<file path="src/rtl/pipe_ctrl_pkg.sv">
// Shared types and constants for the pipeline hazard/stall controller.
package pipe_ctrl_pkg;

    // Controller state: normal issue, second cycle of a 2-cycle stall, multiply hold.
    typedef enum logic [1:0] {
        ST_RUN   = 2'd0,
        ST_STALL = 2'd1,
        ST_MUL   = 2'd2
    } state_t;

    // Operand-use codes of the instruction sitting in ID.
    localparam logic [1:0] FWD_NONE  = 2'b00;  // no register sources
    localparam logic [1:0] FWD_STUR  = 2'b01;  // Rn only
    localparam logic [1:0] FWD_ITYPE = 2'b10;  // Rn only
    localparam logic [1:0] FWD_RTYPE = 2'b11;  // Rn and Rm

    // Zero register: never produced by an instruction, so never a hazard.
    localparam logic [4:0] XZR = 5'd31;

    localparam int MUL_LAT_DEFAULT = 4;
    localparam int CNT_W           = 3;

    // True when source register r depends on the EX destination.
    function automatic logic reg_hazard(input logic [4:0] r, input logic [4:0] tgt);
        return (r != XZR) && (r == tgt);
    endfunction

endpackage

</file>
<file path="src/rtl/hazard_detect.sv">
// Combinational load-use / CBZ dependency check against the EX instruction.
module hazard_detect
    import pipe_ctrl_pkg::*;
(
    input  logic [1:0] fwdEn_ID,
    input  logic [4:0] Rn_ID,
    input  logic [4:0] Rm_ID,
    input  logic [4:0] Rt_ID,
    input  logic       isCBZ_ID,
    input  logic       MemRead_EX,
    input  logic       RegWrite_EX,
    input  logic [4:0] targetReg_EX,
    output logic       o_stall_req,
    output logic [1:0] o_stall_len
);

    logic w_rn_used;
    logic w_rm_used;
    logic w_load_use;
    logic w_cbz_dep;

    assign w_rn_used  = (fwdEn_ID != FWD_NONE);
    assign w_rm_used  = (fwdEn_ID == FWD_RTYPE);

    // A load result is only available after MEM, so a dependent ID instruction waits one cycle.
    assign w_load_use = MemRead_EX &&
                        ((w_rn_used && reg_hazard(Rn_ID, targetReg_EX)) ||
                         (w_rm_used && reg_hazard(Rm_ID, targetReg_EX)));

    // CBZ resolves in ID, so it must wait for any in-flight producer of its test register.
    assign w_cbz_dep  = isCBZ_ID && RegWrite_EX && reg_hazard(Rt_ID, targetReg_EX);

    // Stall length: CBZ behind a load needs two cycles, every other dependency one.
    always_comb begin
        // NOTE: every always_comb output gets a default first so no path leaves it unassigned (no latch).
        o_stall_len = 2'd0;
        if (w_cbz_dep && MemRead_EX)
            o_stall_len = 2'd2;
        else if (w_cbz_dep || w_load_use)
            o_stall_len = 2'd1;
    end

    assign o_stall_req = (o_stall_len != 2'd0);

endmodule

</file>
<file path="src/rtl/pipeline_ctrl.sv">
// Pipeline stall/freeze/flush controller: FSM, hold counter and output decode.
module pipeline_ctrl
    import pipe_ctrl_pkg::*;
#(
    parameter int MUL_LAT = MUL_LAT_DEFAULT
) (
    input  logic       clk,
    input  logic       reset,
    input  logic [1:0] fwdEn_ID,
    input  logic [4:0] Rn_ID,
    input  logic [4:0] Rm_ID,
    input  logic [4:0] Rt_ID,
    input  logic       isCBZ_ID,
    input  logic       branchTaken_ID,
    input  logic       MemRead_EX,
    input  logic       RegWrite_EX,
    input  logic [4:0] targetReg_EX,
    input  logic       mulStart_EX,
    output logic       PCWrite,
    output logic       IFID_en,
    output logic       IDEX_bubble,
    output logic       EXMEM_bubble,
    output logic       IFID_flush,
    output logic       mul_busy
);

    // Counter preload at multiply start: the start cycle itself is the first freeze cycle.
    localparam logic [CNT_W-1:0] MUL_PRELOAD = CNT_W'(MUL_LAT - 2);

    state_t           r_state;
    logic [CNT_W-1:0] r_cnt;
    logic             w_stall_req;
    logic [1:0]       w_stall_len;

    hazard_detect u_hazard_detect (
        .fwdEn_ID     (fwdEn_ID),
        .Rn_ID        (Rn_ID),
        .Rm_ID        (Rm_ID),
        .Rt_ID        (Rt_ID),
        .isCBZ_ID     (isCBZ_ID),
        .MemRead_EX   (MemRead_EX),
        .RegWrite_EX  (RegWrite_EX),
        .targetReg_EX (targetReg_EX),
        .o_stall_req  (w_stall_req),
        .o_stall_len  (w_stall_len)
    );

    // State and counter update; reset aborts any stall or multiply sequence.
    always_ff @(posedge clk) begin
        // NOTE: sequential state uses non-blocking assignments so all registers update together.
        if (reset) begin
            r_state <= ST_RUN;
            r_cnt   <= '0;
        end else begin
            case (r_state)
                ST_RUN: begin
                    if (mulStart_EX) begin
                        r_state <= ST_MUL;
                        r_cnt   <= MUL_PRELOAD;
                    end else if (w_stall_len == 2'd2) begin
                        r_state <= ST_STALL;
                        r_cnt   <= CNT_W'(1);
                    end
                end
                ST_STALL: begin
                    r_state <= ST_RUN;
                    r_cnt   <= '0;
                end
                ST_MUL: begin
                    if (r_cnt != '0)
                        r_cnt <= r_cnt - CNT_W'(1);
                    else
                        r_state <= ST_RUN;
                end
                default: begin
                    r_state <= ST_RUN;
                    r_cnt   <= '0;
                end
            endcase
        end
    end

    // Output decode: stall and freeze act in the cycle they are detected, so outputs are combinational.
    always_comb begin
        PCWrite      = 1'b1;
        IFID_en      = 1'b1;
        IDEX_bubble  = 1'b0;
        EXMEM_bubble = 1'b0;
        IFID_flush   = 1'b0;
        mul_busy     = 1'b0;
        if (!reset) begin
            case (r_state)
                ST_RUN: begin
                    if (mulStart_EX) begin
                        PCWrite      = 1'b0;
                        IFID_en      = 1'b0;
                        EXMEM_bubble = 1'b1;
                        mul_busy     = 1'b1;
                    end else if (w_stall_req) begin
                        PCWrite     = 1'b0;
                        IFID_en     = 1'b0;
                        IDEX_bubble = 1'b1;
                    end else if (branchTaken_ID) begin
                        IFID_flush = 1'b1;
                    end
                end
                ST_STALL: begin
                    PCWrite     = 1'b0;
                    IFID_en     = 1'b0;
                    IDEX_bubble = 1'b1;
                end
                ST_MUL: begin
                    if (r_cnt != '0) begin
                        PCWrite      = 1'b0;
                        IFID_en      = 1'b0;
                        EXMEM_bubble = 1'b1;
                        mul_busy     = 1'b1;
                    end
                end
                default: ;
            endcase
        end
    end

endmodule

</file>
<file path="config.mk">
export PLATFORM = sky130hd
export DESIGN_NAME = pipeline_ctrl
export DESIGN_NICKNAME = d
export VERILOG_FILES = /design/src/rtl/pipe_ctrl_pkg.sv /design/src/rtl/hazard_detect.sv /design/src/rtl/pipeline_ctrl.sv
export SDC_FILE = /design/constraint.sdc
export NUM_CORES = 1
export LEC_CHECK = 0
export BUFFER_PORTS_ARGS = -buffer_cell sky130_fd_sc_hd__buf_2
export CORE_MARGIN = 3
export CORE_UTILIZATION = 41
export CTS_CLUSTER_SIZE = 28
export DETAILED_ROUTE_END_ITERATION = 10
export GPL_TIMING_DRIVEN = 0
export PLACE_DENSITY = 0.77
export SLEW_MARGIN = 15
export SYNTH_ARGS = -nofsm -noshare
export SYNTH_HDL_FRONTEND = slang
export SYNTH_SLANG_ARGS = --single-unit
</file>
<file path="constraint.sdc">
create_clock -name clk -period 2.4 [get_ports clk]
set_clock_uncertainty 0.05 [all_clocks]
set_input_delay 0.48 -clock clk [delete_from_list [all_inputs] [get_ports clk]]
set_output_delay 0.48 -clock clk [all_outputs]
set_load 0.02 [all_outputs]
</file>
## Word level (Yosys, flattened, before mapping)

Index checks and enable logic that the tools add are counted.

| storage, ports and cells | value |
|---|---|
| register bits after elaboration | 5 |
| input port bits | 29 |
| logic and storage cells | 61 |

| cells by class | value |
|---|---|
| add/subtract/negate cells | 1 |
| equal/unequal tests | 13 |
| muxes and demuxes | 28 |
| reductions and logical operators | 17 |

Operators by type and width:

| cell | number |
|---|---|
| $mux 1 | 16 |
| $eq 5x5->1 | 3 |
| $ne 5x5->1 const B | 3 |
| $logic_and 1x1->1 | 9 |
| $mux 3 | 3 |
| $mux 2 | 4 |
| $eq 2x2->1 const B | 3 |
| $pmux 3 s2 | 1 |
| $ne 2x2->1 const B | 2 |
| $pmux 1 s2 | 2 |
| $pmux 2 s2 | 1 |
| $reduce_and 2->1 | 2 |
| $reduce_bool 2->1 | 2 |
| $ne 3x3->1 const B | 1 |
| $pmux 1 s3 | 1 |
| $reduce_bool 3->1 | 1 |
| $sub 3x1->3 const B | 1 |
| $eq 2x1->1 const B | 1 |
| $logic_not 2->1 | 1 |
| $logic_or 1x1->1 | 2 |

## Depth between registers and ports, before layout

Gate-level depths: netlist of run 1.

| logic depth | value |
|---|---|
| word-level depth | 13 |
| gate-level depth with buffers | 7 |

## Modules after synthesis

A second synthesis of run 1 with hierarchy kept.

| unflattened totals | value |
|---|---|
| cell total of the unflattened synthesis | 76 |
| area total of the unflattened synthesis | 614.3 um^2 |

Modules (own cells, without submodules):

| module | instances | cells each | area an instance (um^2) |
|---|---|---|---|
| pipeline_ctrl | 1 | 42 | 357.8 |
| hazard_detect | 1 | 34 | 256.5 |

## Worst setup path before layout of run 1

OpenSTA, ideal clock, no wires.

| path | value |
|---|---|
| path kind | flip-flop to output port |
| from | register r_cnt[0] |
| to | output mul_busy |
| arrival time | 2287 ps |
| data required time | 1870 ps |
| slack | -417 ps |
| cell stages (with the launch flop) | 6 |
| buffers on the path | 1 |
| path through | dfxtp_1 inv_1 ha_1 nor2b_1 a2111oi_0 buf_4 |

| on the way | value |
|---|---|
| word-level cells in the longest chain between the ends | 4 |

Ends and longest elaborated chain:

| what | line | source |
|---|---|---|
| start: declaration | pipeline_ctrl.sv:31 | `logic [CNT_W-1:0] r_cnt;` |
| start signal: assignment | pipeline_ctrl.sv:71 | `r_cnt <= r_cnt - CNT_W'(1);` |
| $reduce_bool 3->1 | pipeline_ctrl.sv:113 | `if (r_cnt != '0) begin` |
| $mux 1 | - |  |
| $pmux 1 s2 | - |  |
| $mux 1 | - |  |
| end: declaration | pipeline_ctrl.sv:24 | `output logic mul_busy` |

No other way between the ends.

## Final worst setup path of run 1

| path | value |
|---|---|
| from | input targetReg_EX[0] |
| to | output IDEX_bubble |

| on the way | value |
|---|---|
| word-level cells in the longest chain between the ends | 13 |

Ends and longest elaborated chain:

| what | line | source |
|---|---|---|
| start: declaration | pipeline_ctrl.sv:17 | `input logic [4:0] targetReg_EX,` |
| $eq 5x5->1 | pipe_ctrl_pkg.sv:25 | `return (r != XZR) && (r == tgt);` |
| $logic_and 1x1->1 | pipe_ctrl_pkg.sv:25 |  |
| $logic_and 1x1->1 (on tied branches) | hazard_detect.sv:27, hazard_detect.sv:28 |  |
| $logic_or 1x1->1 | hazard_detect.sv:27 | `((w_rn_used && reg_hazard(Rn_ID, targetReg_EX)) \|\|` |
| $logic_and 1x1->1 | hazard_detect.sv:26 | `assign w_load_use = MemRead_EX &&` |
| $logic_or 1x1->1 | hazard_detect.sv:39 | `else if (w_cbz_dep \|\| w_load_use)` |
| $mux 1 | hazard_detect.sv:39 |  |
| $mux 2 * | hazard_detect.sv:37 | `if (w_cbz_dep && MemRead_EX)` |
| $reduce_bool 2->1 * | hazard_detect.sv:43 | `assign o_stall_req = (o_stall_len != 2'd0);` |
| $mux 1 * | pipeline_ctrl.sv:99 | `end else if (w_stall_req) begin` |
| $mux 1 * | pipeline_ctrl.sv:94 | `if (mulStart_EX) begin` |
| $pmux 1 s2 * | pipeline_ctrl.sv:92 | `case (r_state)` |
| $mux 1 * | pipeline_ctrl.sv:91 | `if (!reset) begin` |
| end: declaration | pipeline_ctrl.sv:21 | `output logic IDEX_bubble,` |

Every way passes the cells marked *; elsewhere a longest branch is shown, timed or not.

==> flow_summary.yaml, run 1 <==
die:
  boundaryPins: 35
  die_y_um: 43.4
  fp.coreArea_um2: 1200
  die_width_um: 43.4
  die-area_um2: 1880
  core.rowCount: 12
  initial_core_util_pct: 47.7
critical_path:
  crit_path_start_kind: "primary input"
  cp_data_arrival_time_ns: 1.73
  criticalPathCategory: "primary input to output port"
  cp_common_cell: "buf_2"
  critPathCaptureType: "output port"
  path_buf_inv: 3
  slowest_delay_ns: 0.36
  cpMaxStageDelayCell: "a2111oi_4"
  crit_fanout: 5
  path_delay_family: "compound AO/OA/AOI/OAI gates"
  cp.required_ns: 1.87
  path_cells: "buf_2, or2_4, a2111oi_4, inv_1, a21oi_1, o21a_1, buf_2"
power:
  power_per_cell_area_nw_per_um2: 436
  power_frac_clock_pct: 28.3
  total_leakage_power_nw: 0.384
  p_int_mw: 0.227
  peakVddDrop_v: 0.000334
  p_sw_mw: 0.130
  seqPwrFrac_pct: 26.8
  p_comb_share_pct: 44.9
  sw_frac_of_total_pct: 36.4
detailed_routing:
  drcViolationCount: 0
  vias: 643
  dr.pass1.iters: 4
  ant_nets: 0
  avgRoutedWirePerCell_um: 12.2
  via_per_inst: 5.06
  drt_iter0_drc: 7
  routed_wl_um: 1550
clock_network:
  htreeDepth: 1
  clkSlewWorstSetupHoldPaths_ns: 0.04
  worstSkewPairLatency_ns: 0.25
  cts_tree: "yes"
  clkSinkCount: 5
  cts.path.max_buffers: 2
  cts_root_buf: "clkbuf_4"
  numCtsBuffers: 3
  cts_hold_buf: 0
yosys:
  yosysUniqueCellTypes: 31
  synthCells: 74
  yosysSeqAreaShare_pct: 17.5
  synth_nets: 105
  ys_seq_elements: 5
  yosys_warnings: 0
  syn_area_um2: 573
  syn_avg_cell_area_um2: 7.74
finish:
  final_common_cell: "buf_2"
  final_cell_area_um2: 820
  final_util_pct: 68.2
  diodes: 0
  layout_common_cells: "34 x buf_2, 10 x xnor2_1, 8 x nor2_1"
  syn2layout_area_growth_pct: 43.0
  drive_gt1_share_pct: 41.6
  layout.nets: 145
sta:
  hold_viol_final: 0
  drv_slew: 0
  timing.final.crit_share_pct: 94.2
  timing.fmax_mhz: 442
  worst_pin_slew_ns: 0.389
  fin_tns_setup_ns: 0
  max_slew_margin_pct: 74.1
  setup_violations: 0
  rsz0062_at_grt: "false"
  fin_crit_ns: 2.26
global_routing:
  grtUsageMet1_pct: 20.2
  busiest_layer: "met2"
  grt-ovfl-total: 0
  gr-usage-all-layers_pct: 17.4
  met2_usage_pct: 30.7
  grt_pass1_vias: 610
  antenna_found_initial: 0
  grt_start_max_net_pins: 11
  grt_pass1_wl_um: 2470
  grt_use_met3_pct: 8.71
hold_path:
  hold_class: "register to register"
placement:
  globalplace.congestion: 0.804
  place_hpwl_um: 1240
  portBuffers: 34
  placed_cell_area_um2: 767
job:
  drv_cap: 0
outcome:
  status: "completed"
## power groups by stage
stage | sequential, mW | combinational, mW | clock [mW]
floorplan | 0.0962 | 0.102 | 0
global placement | 0.0967 | 0.152 | 0
detailed placement | 0.0969 | 0.156 | 0
CTS | 0.0955 | 0.158 | 0.102
global route | 0.0969 | 0.178 | 0.109
finish | 0.0958 | 0.160 | 0.101
## worst reg2reg max path: stages (launching register included)
cell     delay (ns)
dfxtp_1        0.30
inv_1          0.10
ha_1           0.14
nor2b_2        0.26
nand2_1        0.09
a311o_1        0.43
a32o_1         0.29
nor4_2         0.23
## per-stage QoR
stage	total power [mW]	setup WS (ns)	std cells	hold slack (ns)
after floorplan	0.198	0.0747	74	0.410
after global routing	0.383	0.0244	127	0.463
after CTS	0.356	0.00793	126	0.446
after detailed placement	0.253	-0.0436	122	0.437
final	0.357	0.140	127	0.440
after global placement	0.249	-0.0377	122	0.428
## flip-flops by register name, summed over array words and instances (netlist names)
signal	cells
r_cnt	3
r_state	2
## routing by layer
metal,wire length (µm),part of all wire [%],up-vias
met4,0,0,0
met3,115,7.4,0
met1,637,41,279
met5,0,0,-
met2,795,51,19
li1,-,-,345
## synth_stat cells
master	instances	area [µm²]
and3_1	1	6.26
nand2b_1	1	6.26
buf_4	2	15.0
ha_1	2	25.0
or2_2	1	6.26
o21a_1	1	7.51
nand3_1	4	20.0
nand4_1	2	12.5
o2111ai_1	1	8.76
nor2b_1	1	6.26
a211oi_1	3	22.5
a21oi_1	2	10.0
inv_1	6	22.5
a21o_1	1	7.51
a2111oi_4	1	27.5
o21ai_0	3	15.0
nor2_1	8	30.0
dfxtp_1	5	100
o211ai_1	1	7.51
o211a_1	1	10.0
nor4_2	1	12.5
a311o_1	1	10.0
clkbuf_1	1	3.75
xor2_1	1	8.76
nand2_1	6	22.5
mux2i_1	1	10.0
xnor2_1	11	96.3
a2111oi_0	2	17.5
o221ai_1	1	8.76
a32o_1	1	10.0
or3_1	1	6.26
## logic make-up (layout without fill, tap and decap cells)
logic type | after synthesis | in the layout | synth area share [%]
AOI/OAI and AO/OA | 19 | 19 | 28.4
xor gates and xnor gates | 12 | 12 | 18.3
adders and majority gates | 2 | 2 | 4.37
buffers and inverters | 9 | 48 | 7.20
DFF | 5 | 5 | 17.5
muxes | 1 | 1 | 1.75
and+or+nand+nor | 26 | 26 | 22.5
## final timing paths
check,start,to,slack [ns],depth (start not counted)
max,targetReg_EX[0],IDEX_bubble,0.14,7
min,r_cnt[1],r_cnt[1],0.44,2
max reg2reg,r_cnt[0],r_cnt[2],0.43,7
min reg2reg,r_cnt[1],r_cnt[1],0.44,2
## cell type report
| type | instances | area [µm²] |
|---|---|---|
| Multi-Input combinational cell | 60 | 457 |
| Fill cell | 109 | 382 |
| Timing Repair Buffer | 36 | 185 |
| Sequential cell | 5 | 100 |
| Clock buffer | 4 | 26.3 |
| Inverter | 6 | 22.5 |
| Tap cell | 14 | 17.5 |
| Buffer | 2 | 11.3 |
## what timing repair did
item | 4_1_cts | 5_1_grt
setup endpoints to repair | 1 | 2
pin swaps | 1 | 2
resized for setup | 0 | 5
setup buffers | 0 | 2
Power figures use the tool's default switching activity.
==> run 2, diff against run 1 <==
CORE_ASPECT_RATIO = 0.9   (was unset)
CORE_UTILIZATION = 37   (was 41)
PLACE_DENSITY = 0.73   (was 0.77)
clock period = 2 ns   (was 2.4 ns; I/O delays follow)
==> run 2 against run 1 <==
Against the previous run:
- the flow now finishes with violations (negative setup slack)
- power rose by 29%
- sequential power increased by 29%
- routed wire length increased by 9.0%
- worst setup slack lost 0.24 ns
- core utilization decreased by 0.81 points
- die area rose by 9.3%
- clock-buffer cell count unchanged
- sequential share of layout area fell by 0.82 points
- final cell count increased by 0.79%
- global-route usage shrank 0.14 points
- final area up 9.9%
- register-to-register slack got worse by 0.34 ns
==> flow_summary.yaml, run 2 (synthesis results as in run 1) <==
power:
  peakVddDrop_v: 0.000357
  total_leakage_power_nw: 0.408
  power_per_cell_area_nw_per_um2: 511
finish:
  final_cell_area_um2: 901
  layout_common_cells: "26 x buf_2, 11 x xnor2_1, 7 x nor2_1, 7 x buf_4"
  multi_input_area_um2: 478
  final_common_cell: "buf_2"
  largestRegisters: "r_cnt: 3 flops, r_state: 2 flops"
  top_register: "r_cnt"
  seq_area_um2: 103
  syn2layout_area_growth_pct: 57.2
  drive_gt1_share_pct: 48.2
  layout.nets: 146
  diodes: 0
  n_fill_cell: 122
  largest_reg_flops: 3
critical_path:
  path_buf_inv: 4
  crit_fanout: 2
  cp.required_ns: 1.55
  cpMaxStageDelayCell: "a2111oi_4"
  critPathCaptureType: "output port"
  cp_data_arrival_time_ns: 1.65
  slowest_delay_ns: 0.37
  crit_path_start_kind: "primary input"
  path_delay_family: "compound AO/OA/AOI/OAI gates"
  cp_common_cell: "buf_6"
  criticalPathCategory: "primary input to output port"
  path_cells: "buf_6, nand4_1, nand3_2, a2111oi_4, inv_1, nand2_2, o211ai_1, buf_4, buf_6"
clock_network:
  cts_tree: "yes"
  worstSkewPairLatency_ns: 0.25
  cts_root_buf: "clkbuf_4"
  cts.path.max_buffers: 2
  clkSlewWorstSetupHoldPaths_ns: 0.05
  htreeDepth: 1
  cts_hold_buf: 0
  clkSinkCount: 5
  numCtsBuffers: 3
die:
  die-area_um2: 2060
  boundaryPins: 35
  die_y_um: 43.3
  die_width_um: 47.5
  fp.coreArea_um2: 1340
  core.rowCount: 12
  initial_core_util_pct: 42.9
sta:
  setup_violations: 4
  timing.hold.ws_ns: 0.384
  timing.final.crit_share_pct: 105
  worst_pin_slew_ns: 0.436
  rsz0062_at_grt: "true"
  hold_viol_final: 0
  fin_tns_setup_ns: -0.279
  fin_crit_ns: 2.10
  max_slew_margin_pct: 70.2
  fin_ws_ns: -0.0997
  timing.fmax_mhz: 476
  drv_slew: 0
placement:
  portBuffers: 34
  pre_cts_ws_ns: -0.233
  globalplace.congestion: 0.735
  placed_cell_area_um2: 787
  place_hpwl_um: 1290
detailed_routing:
  ant_nets: 0
  routed_wl_um: 1690
  drt_iter0_drc: 6
  drcViolationCount: 0
  via_per_inst: 5.30
  dr.pass1.iters: 4
  avgRoutedWirePerCell_um: 13.2
  vias: 678
global_routing:
  grt_start_max_net_pins: 11
  grt_pass1_vias: 653
  grt_pass1_wl_um: 2610
  grt-ovfl-total: 0
  antenna_found_initial: 0
  gr-usage-all-layers_pct: 17.3
job:
  drv_cap: 0
outcome:
  violations: "negative setup slack"
  status: "finished, violations left"
hold_path:
  hold_class: "primary input to register"
==> run 2: changes by cell type in the layout (fill, tap and decap cells not counted), sizes merged <==
cell	previous run	this run
buf	37	39
clkbuf	5	4
==> run 2: path summary, 6_finish.rpt <==
kind | start | end | slack [ns] | cells past startpoint
worst min register to register | r_cnt[1] | r_cnt[1] | 0.43 | 2
worst min-delay path | MemRead_EX | r_state[0] | 0.38 | 2
worst max register to register | r_cnt[0] | r_cnt[2] | 0.09 | 7
worst max-delay path | Rt_ID[1] | PCWrite | -0.1 | 9
==> run 2: power breakdown <==
| group | internal, mW | leakage (nW) | switching, mW |
|---|---|---|---|
| logic | 0.107 | 0.351 | 0.105 |
| registers | 0.111 | 0.0418 | 0.0135 |
| clock network | 0.0759 | 0.0150 | 0.0486 |
| total | 0.293 | 0.408 | 0.167 |
==> run 2: worst register-to-register path, cell delays in order, from the launching register on <==
cell and delay [ns]:
dfxtp_2 0.32, inv_2 0.07, ha_2 0.16, nor2b_4 0.22, a21oi_1 0.09, a311o_1 0.40
a32o_1 0.29, nor4_2 0.23
==> run 2: layer usage <==
layer  global-route usage (%)  vias up  share of wire [%]
met5                        0        -                  0
met3                     6.22        2                4.9
li1                         -      347                  -
met2                     28.9       18                 52
met1                     20.9      311                 43
met4                     3.31        0               0.41
==> run 2: timing repair <==
item                       CTS  global route
resized for setup           11            11
buffers inserted             2             2
pin swaps                    4            10
setup endpoints to repair    7             7
==> run 2: cell type report <==
| cell class | count | share of cell area [%] |
|---|---|---|
| well taps | 14 | 1.94 |
| flip-flops and latches | 5 | 11.4 |
| repair buffers | 38 | 27.4 |
| multi-input cells | 60 | 53.1 |
| clock buffers | 4 | 2.92 |
| plain buffers | 1 | 0.833 |
| inverters | 6 | 2.50 |
==> run 2: stage by stage <==
stage / utilization (%) / std cells / total power, mW
global placement: 58.9 / 122 / 0.306
floorplan: - / 74 / 0.244
finish: 67.4 / 128 / 0.461
detailed placement: 58.9 / 122 / 0.311
CTS: 63.6 / 126 / 0.447
global route: 67.4 / 128 / 0.490
